File: config.mk
export PLATFORM = sky130hd
export DESIGN_NAME = axi_chn_slice
export DESIGN_NICKNAME = d
export VERILOG_FILES = /design/src/rtl/axi_chn_slice_pkg.sv /design/src/rtl/axi_chn_slice_regfile.sv /design/src/rtl/axi_chn_slice.sv
export SDC_FILE = /design/constraint.sdc
export NUM_CORES = 1
export LEC_CHECK = 0
export CAP_MARGIN = 0
export CORE_MARGIN = 2
export CORE_UTILIZATION = 48
export CTS_BUF_LIST = sky130_fd_sc_hd__clkbuf_16
export DETAILED_ROUTE_END_ITERATION = 8
export PLACE_DENSITY_LB_ADDON = 0.05
export SETUP_SLACK_MARGIN = 0.4
export SLEW_MARGIN = 20
export SYNTH_ARGS = -nofsm -noshare
export SYNTH_HDL_FRONTEND = slang
export SYNTH_SLANG_ARGS = --single-unit
export TNS_END_PERCENT = 20
File: constraint.sdc
create_clock -name CLK -period 5.58 [get_ports CLK]
set_clock_uncertainty 0.15 [all_clocks]
set_input_delay 0.558 -clock CLK [delete_from_list [all_inputs] [get_ports CLK]]
set_output_delay 0.558 -clock CLK [all_outputs]
set_load 0.05 [all_outputs]
File: src/rtl/axi_chn_slice_pkg.sv
// rtl/axi_chn_slice_pkg.sv - shared AXI channel payload widths and log2 helper
package axi_chn_slice_pkg;

    localparam int AXI_ID_W   = 4;
    localparam int AXI_ADDR_W = 32;
    localparam int AXI_DATA_W = 64;

    // Address channel payload: id, addr, len, size, burst, lock, cache, prot
    localparam int AX_PAYLOAD_W = AXI_ID_W + AXI_ADDR_W + 8 + 3 + 2 + 1 + 4 + 3;
    localparam int AW_PAYLOAD_W = AX_PAYLOAD_W;
    localparam int AR_PAYLOAD_W = AX_PAYLOAD_W;
    localparam int W_PAYLOAD_W  = AXI_DATA_W + AXI_DATA_W / 8 + 1;
    localparam int R_PAYLOAD_W  = AXI_ID_W + AXI_DATA_W + 2 + 1;
    localparam int B_PAYLOAD_W  = AXI_ID_W + 2;

    function automatic int log2_ceil(input int n);
        int r;
        r = 0;
        while ((1 << r) < n) begin
            r = r + 1;
        end
        return r;
    endfunction

endpackage

File: src/rtl/axi_chn_slice_regfile.sv
// rtl/axi_chn_slice_regfile.sv - DEPTH x DW storage, sync write, async read
module axi_chn_slice_regfile #(
    parameter int DW    = 64,
    parameter int DEPTH = 2,
    parameter int AW    = 1
) (
    input  logic          clk,
    input  logic          wr_en,
    input  logic [AW-1:0] wr_addr,
    input  logic [DW-1:0] wr_data,
    input  logic [AW-1:0] rd_addr,
    output logic [DW-1:0] rd_data
);

    logic [DW-1:0] mem [DEPTH];

    always_ff @(posedge clk) begin
        if (wr_en) begin
            mem[wr_addr] <= wr_data;
        end
    end

    assign rd_data = mem[rd_addr];

endmodule

File: src/rtl/axi_chn_slice.sv
// rtl/axi_chn_slice.sv - registered buffer for one AXI valid/ready channel
module axi_chn_slice
    import axi_chn_slice_pkg::*;
#(
    parameter int DW     = 64,
    parameter int DEPTH  = 2,
    parameter bit BYPASS = 1'b0,
    localparam int AW    = log2_ceil(DEPTH)
) (
    input  logic          CLK,
    input  logic          RST,
    input  logic          FLUSH,
    input  logic          S_VALID,
    output logic          S_READY,
    input  logic [DW-1:0] S_DATA,
    output logic          M_VALID,
    input  logic          M_READY,
    output logic [DW-1:0] M_DATA,
    output logic [AW:0]   LEVEL
);

    if (BYPASS) begin : g_bypass
        logic unused_bypass;
        assign unused_bypass = ^{CLK, RST, FLUSH};

        assign M_VALID = S_VALID;
        assign S_READY = M_READY;
        assign M_DATA  = S_DATA;
        assign LEVEL   = '0;
    end else begin : g_buffer
        localparam logic [AW:0] FULL_LEVEL = (AW + 1)'(DEPTH);

        logic [AW-1:0] wr_ptr;
        logic [AW-1:0] rd_ptr;
        logic [AW:0]   count;
        logic          full;
        logic          push;
        logic          pop;

        assign full    = (count == FULL_LEVEL);
        // Ready never looks at M_READY, so no combinational path crosses the slice.
        assign S_READY = !full && !RST && !FLUSH;
        assign M_VALID = (count != '0);
        assign push    = S_VALID && S_READY;
        assign pop     = M_VALID && M_READY;
        assign LEVEL   = count;

        always_ff @(posedge CLK) begin
            if (RST || FLUSH) begin
                wr_ptr <= '0;
                rd_ptr <= '0;
                count  <= '0;
            end else begin
                if (push) begin
                    wr_ptr <= wr_ptr + 1'b1;
                end
                if (pop) begin
                    rd_ptr <= rd_ptr + 1'b1;
                end
                count <= count + (AW + 1)'(push) - (AW + 1)'(pop);
            end
        end

        axi_chn_slice_regfile #(
            .DW    (DW),
            .DEPTH (DEPTH),
            .AW    (AW)
        ) u_regfile (
            .clk     (CLK),
            .wr_en   (push),
            .wr_addr (wr_ptr),
            .wr_data (S_DATA),
            .rd_addr (rd_ptr),
            .rd_data (M_DATA)
        );
    end

endmodule

==> impl_results.md, run 1 <==
- Outcome: completed
- Post-cts sizing count: 0
- Hold Crit Class: reg2reg
- Ant. Diodes: 0
- Largest net degree at the start of global routing: 44
- Maximum clock insertion buffer count: 2
- Post CTS Setup Buffer Count: 0
- First-pass GRT wire length: approximately 13000 µm
- Fillers: around 720
- Post-synth EDFFs: roughly 130
- RSZ-0062 raised after global routing: no
- Crit path kind: reg2out
- Ranking of synthesized cells by area: edfxtp_1 74%, mux2_4 17%, buf_12 2.3%
- I/O pins: approximately 140
- Root Driver: clkbuf_16
- Synth cell types: 19
- Initial Utilization: between 40% and 50%
- Slew headroom: 44.12%
- P&R area growth vs syn: 39.79%
- Most frequent cells after synthesis: 128 x edfxtp_1, 60 x mux2_4, 6 x buf_12
- Final Hold Vio Count: 0
- Die Ht: between 100 and 150 µm
- Worst Path Arrival: between 2000 and 3000 ps
- Max_cap viols: 0
- Total Nets Final: between 400 and 500
- Core Region: between 10000 and 15000 µm²
- CTS clk-pin slew, worst paths: 50 ps
- Gr usage total: 15.21%
- M1 WL: around 3500 µm
- DR vias: roughly 2500
- GRT overflow: 0
- Pre-antenna DRT Iters: 4
- Layout Cell Area excl Fill: roughly 7000 µm²
- Pwr dens: around 340 nW/µm²
- Routed Antenna Nets: 0
- Total Routed Length: roughly 8500 µm
- DRT iter0 DRCs: roughly 100
- Port Buf Inserts: 136
- Post-Syn Area per Cell: between 20 and 25 µm²
- Slew @ Worst Pin: roughly 840 ps
- Routed WL per cell: about 16 µm
- Share of post-route cells with drive strength above 1: approximately a quarter
- Hold_buf cts: 0
- Area post-placement: 6595 µm²
- CTS Buf Count: 17
- Ys flop type: edfxtp_1
- Synth warn: 0
- Top sig layer: met4
- CP Max Fanout: 43
- Syn Inst Count: 225
- WL met2: 4165 µm
- Tcrit/Tclk final: approximately 64%
- Drt via density: around 4.7
- Initial antenna violation count: 0
- Hpwl dp: 5650 µm
- Ys async rst share: 0%
- CTS sink count: about 130
- Setup slack after layout: 2008 ps
- Post-synthesis sequential area ratio: around 76%
- H-tree Lvls: 4
- Critical Path RT: a little under 5000 ps
- Syn_nets: ~300
- FP Rows: 37
- Most numerous cell in the Yosys netlist: edfxtp_1
- Die ar.: roughly 12000 µm²
- # DRC: 0
- Synthesized area: just over 5000 µm²
- Largest area contributor in the netlist: edfxtp_1
- Peak Freq: between 0.2 and 0.3 GHz
- Worst-Skew Late Latency: about 400 ps
- P_leak: roughly 2.5 nW
- Tmin final: 3572 ps
- Startpoint types: flop
- DR WL met3: 779 µm
- Chip Width: 107.7 µm
- Endpoint class of the critical path: output port
- Area share of the largest cell type after synthesis: 74.49%
- Peak VDD IR: around 0.21 mV
- Max-slew violation count: 0
- CTS tree: built
- Setup Viol. Count Final: 0
- Post-route setup TNS: 0 ps
- Post-place setup slack: about 2200 ps
- GPL Wtd Cong: roughly 0.74
- Vias in the first global route: ~2600
- Synth Register Bits: approximately 130
[per-stage QoR]
step / util, % / hold WS, ps / std cells / power, W
global route: 69.56 / 430.3 / 524 / 0.002521
finish: 69.56 / 380.4 / 524 / 0.002450
global placement: 63.60 / 372.1 / 493 / 0.001320
CTS: 69.56 / 377.9 / 524 / 0.002469
floorplan: - / 317.4 / 225 / 0.001237
detailed placement: 63.60 / 370.0 / 493 / 0.001322
[registers in the layout, summed over array words and instances, names as in the netlist, named ones only]
register                flops
g_buffer.u_regfile.mem    128
g_buffer.wr_ptr             1
LEVEL                       2
g_buffer.rd_ptr             1
[worst paths after layout]
| path | cells past startpoint | to | from | slack [ps] |
|---|---|---|---|---|
| hold / removal | 2 | g_buffer.wr_ptr | g_buffer.wr_ptr | 380 |
| setup reg to reg | 4 | g_buffer.u_regfile.mem[0][18] | LEVEL[0] | 3060 |
| hold reg to reg | 2 | g_buffer.wr_ptr | g_buffer.wr_ptr | 380 |
| setup / recovery | 3 | M_DATA[9] | flop | 2010 |
[power by group]
part           internal [W]  switching [W]  total [W]
clock              0.000779       0.000369    0.00115
combinational     0.0000884      0.0000907   0.000179
sequential          0.00112     0.00000645    0.00112
[layout by cell type (no fill, tap or decap), drive strengths merged, types with 2 or more instances in the layout]
master	n
clkdlybuf4s50	136
edfxtp	128
mux2	64
clkbuf	17
clkinv	6
bufinv	5
dfxtp	5
and2	4
inv	3
xnor2	3
buf	3
nor3	2
ha	2
nor2	2
[worst max-delay path, stage by stage (launching register included)]
cell and delay (ps):
dfxtp_4 870, buf_4 500, mux2_4 330, clkdlybuf4s50_1 720
[per-layer routing]
layer | global-route usage (%) | vias to the layer above
li1 | - | 1187
met1 | 17.69 | 1197
met2 | 24.35 | 92
met3 | 7.627 | 9
met4 | 5.495 | 0
met5 | 0 | -
[layout make-up]
class                           instances  area (µm²)  area share (%)
Clock buffer                           17       425.4           5.898
Sequential cell                       133        3948           54.73
Timing Repair Buffer                  139        1384           19.18
Clock inverter                         14       192.7           2.671
Multi-Input combinational cell         84        1090           15.11
Inverter                                1       3.754         0.05204
Tap cell                              136       170.2           2.359
[kinds of logic after synthesis]
group,count (synthesis),synth area share [%]
adder cells (fa/ha/maj),2,0.4849
flip-flops,133,76.43
multiplexers,64,18.33
AND/OR/NAND/NOR,13,1.358
XOR/XNOR,3,0.5093
AO/OA/AOI/OAI,2,0.2669
buffers and inverters,8,2.619
Note: power is estimated with default switching activity, not from simulation.
==> run 2, diff against run 1 <==
--- a/config.mk
+++ b/config.mk
@@ -7,7 +7,7 @@
 export LEC_CHECK = 0
 export CAP_MARGIN = 0
 export CORE_MARGIN = 2
-export CORE_UTILIZATION = 48
+export CORE_UTILIZATION = 44
 export CTS_BUF_LIST = sky130_fd_sc_hd__clkbuf_16
 export DETAILED_ROUTE_END_ITERATION = 8
 export PLACE_DENSITY_LB_ADDON = 0.05
==> constraint.sdc (replaced) <==
create_clock -name CLK -period 3 [get_ports CLK]
set_clock_uncertainty 0.15 [all_clocks]
set_input_delay 0.3 -clock CLK [delete_from_list [all_inputs] [get_ports CLK]]
set_output_delay 0.3 -clock CLK [all_outputs]
set_load 0.05 [all_outputs]
==> run 2 against run 1 <==
Net effect: sequential share of layout area down 0.41 points; global-route usage shrank 0.19 points; largest cell class unchanged; hold slack got worse by 56 ps; largest power group is now sequential cells; clock power is 76% higher; design area increased by 0.76%; register-to-register slack got worse by 2000 ps; total power increased by 81%; via count increased by 2.7%; wire length increased by 5.0%; cell count is 2.3% higher; first-iteration DRC count fell by 31%.
==> impl_results.md, run 2 (same netlist as run 1, synthesis figures left out) <==
- Placed insts: 504
- Share of post-route cells with drive strength above 1: between 20% and 30%
- Initial Utilization: between 40% and 50%
- Net Sw Power: between 0.0009 and 0.001 W
- Chip Width: approximately 110 µm
- Startpoint types: flop
- Crit path largest cell delay: 700 ps
- P&R area growth vs syn: 40.86%
- GRT overflow: 0
- # DRC: 0
- I/O pins: 137
- Total Routed Length: about 9000 µm
- Register Area: between 3000 and 4000 µm²
- Root Driver: clkbuf_16
- WL met2: 4622 µm
- Pint: around 0.0035 W
- CTS Buf Count: 17
- First-pass GRT wire length: around 14000 µm
- Top sig layer: met4
- CTS sink count: 133
- Largest register FFs: between 100 and 150
- RSZ-0062 raised after global routing: yes
- Worst-Skew Late Latency: approximately 400 ps
- Ant. Diodes: 0
- Outcome: completed
- Setup Viol. Count Final: 0
- M1 WL: 3501 µm
- Multi-input combinational cell area: 1090 µm²
- Worst hold start: S_DATA[10]
- CP bufs+invs: 2
- P_leak: approximately 2.6 nW
- Tcrit/Tclk final: between 90% and 100%
- Clk pwr share: 45.6%
- Fillers: 838
- Layout Cell Area excl Fill: around 7300 µm²
- Maximum clock insertion buffer count: 2
- Core Region: between 10000 and 15000 µm²
- DR WL met3: ~700 µm
- Worst path cell trace: buf_12, mux2_4, clkdlybuf4s50_1
- Net switching fraction of the power: 20.59%
- Worst Path Arrival: ~2300 ps
- Die ar.: approximately 13000 µm²
- Most flops, register: g_buffer.u_regfile.mem
- Port Buf Inserts: ~140
- Max-slew violation count: 0
- CP max stage cell: clkdlybuf4s50_1
- Part of the power in registers: between 40 and 50%
- CTS tree: built
- Crit path kind: reg2out
- Pwr dens: just over 600 nW/µm²
- Routed WL per cell: 16.73 µm
- CTS clk-pin slew, worst paths: about 60 ps
- Worst R2R Path Depth: 8
- Peak VDD IR: ~0.38 mV
- RR Startpoint: LEVEL[0]
- Final Hold Vio Count: 0
- FP Rows: 39
- Slew @ Worst Pin: ~550 ps
- DRT iter0 DRCs: 71
- Post CTS Setup Buffer Count: 0
- Combinational power share: roughly 7.5%
- Post-layout instance count excluding filler cells: approximately 540
- Tmin final: 2731 ps
- GPL Wtd Cong: 0.6903
- Most common cell after layout, fill and taps aside: edfxtp_1
- Area post-placement: between 6000 and 7000 µm²
- H-tree Lvls: 4
- Hold Crit Class: in2reg
- CP Max Fanout: 40
- Worst Hold Depth: 1
- DR vias: around 2600
- Gr usage total: between 10% and 20%
- Initial antenna violation count: 0
- Die Ht: ~110 µm
- Crit Reg-Reg Endpoint: LEVEL[1]
- Post-route setup TNS: 0 ps
- Max_cap viols: 0
- Commonest cells after routing, fill and taps aside: 128 x edfxtp_1, 118 x clkdlybuf4s50_1, 60 x mux2_4
- Reg-to-reg slack, setup: about 1000 ps
- Hpwl dp: 5936 µm
- Critical Path RT: between 2000 and 3000 ps
- Routed Antenna Nets: 0
- Total Nets Final: 451
- Vias in the first global route: roughly 2800
- Critical path's top delay family: buffers and inverters
- Drt via density: around 4.8
- Largest net degree at the start of global routing: 41
- Slew headroom: 62.97%
- Endpoint class of the critical path: output port
- Pre-antenna DRT Iters: 5
- Final hold slack: roughly 320 ps
- Peak Freq: ~0.37 GHz
- Hold endpoint: g_buffer.u_regfile.mem[1][10]
## run 2: power groups by stage
| stage | Sequential [W] | Clock, W | Combinational, W |
|---|---|---|---|
| floorplan | 0.00212 | 0 | 0.000175 |
| global placement | 0.00212 | 0 | 0.000336 |
| detailed placement | 0.00212 | 0 | 0.000341 |
| CTS | 0.00208 | 0.00207 | 0.000339 |
| global route | 0.00209 | 0.00215 | 0.000352 |
| finish | 0.00208 | 0.00202 | 0.000335 |
## run 2: worst max path at each step
| stage | slack, ps | from | endpoint | cells past startpoint |
|---|---|---|---|---|
| 6_report | 270 | flop | M_DATA[36] | 3 |
| 3_3_place_gp | 580 | RST | S_READY | 4 |
| 4_1_cts | 230 | flop | M_DATA[20] | 3 |
| 5_1_grt | 200 | flop | M_DATA[43] | 3 |
| 3_5_place_dp | 460 | RST | LEVEL[1] | 9 |
| 2_1_floorplan | -130 | LEVEL[0] | g_buffer.u_regfile.mem[1][0] | 3 |
## run 2: cell type report
type	instances	share of cell area (%)
sequential	133	54.31
timing repair buffer	143	20.07
multi-input combinational	84	14.99
clock buffer	17	5.853
tap	143	2.462
clock inverter	15	2.255
inverter	1	0.05164
## run 2: worst register-to-register path, cell delays in order, from the launching register on
cell and delay, ps:
dfxtp_1 390, nand2b_1 160, nand3_1 190, ha_1 350, inv_1 50, ha_1 180
xnor2_1 140, xnor2_1 120, and2_1 150
## run 2: timing repair
| item | in CTS | in global routing |
|---|---|---|
| gates resized for setup | 10 | 8 |
| hold buffers | 0 | 0 |
| setup endpoints to repair | 54 | 44 |
## run 2: stage by stage
stage / util (%) / total power (W) / worst slack, ps
final: 63.65 / 0.004444 / 268.6
after CTS: 63.48 / 0.004492 / 228.5
after detailed placement: 58.43 / 0.002463 / 460.3
after floorplan: - / 0.002299 / -132.7
after global routing: 63.65 / 0.004584 / 199.5
after global placement: 58.43 / 0.002457 / 578.1
## run 2: metal layers
metal | up-vias | GRT usage, %
met5 | - | 0
met4 | 0 | 6.585
met1 | 1239 | 17.16
met3 | 12 | 6.156
li1 | 1208 | -
met2 | 92 | 24.98
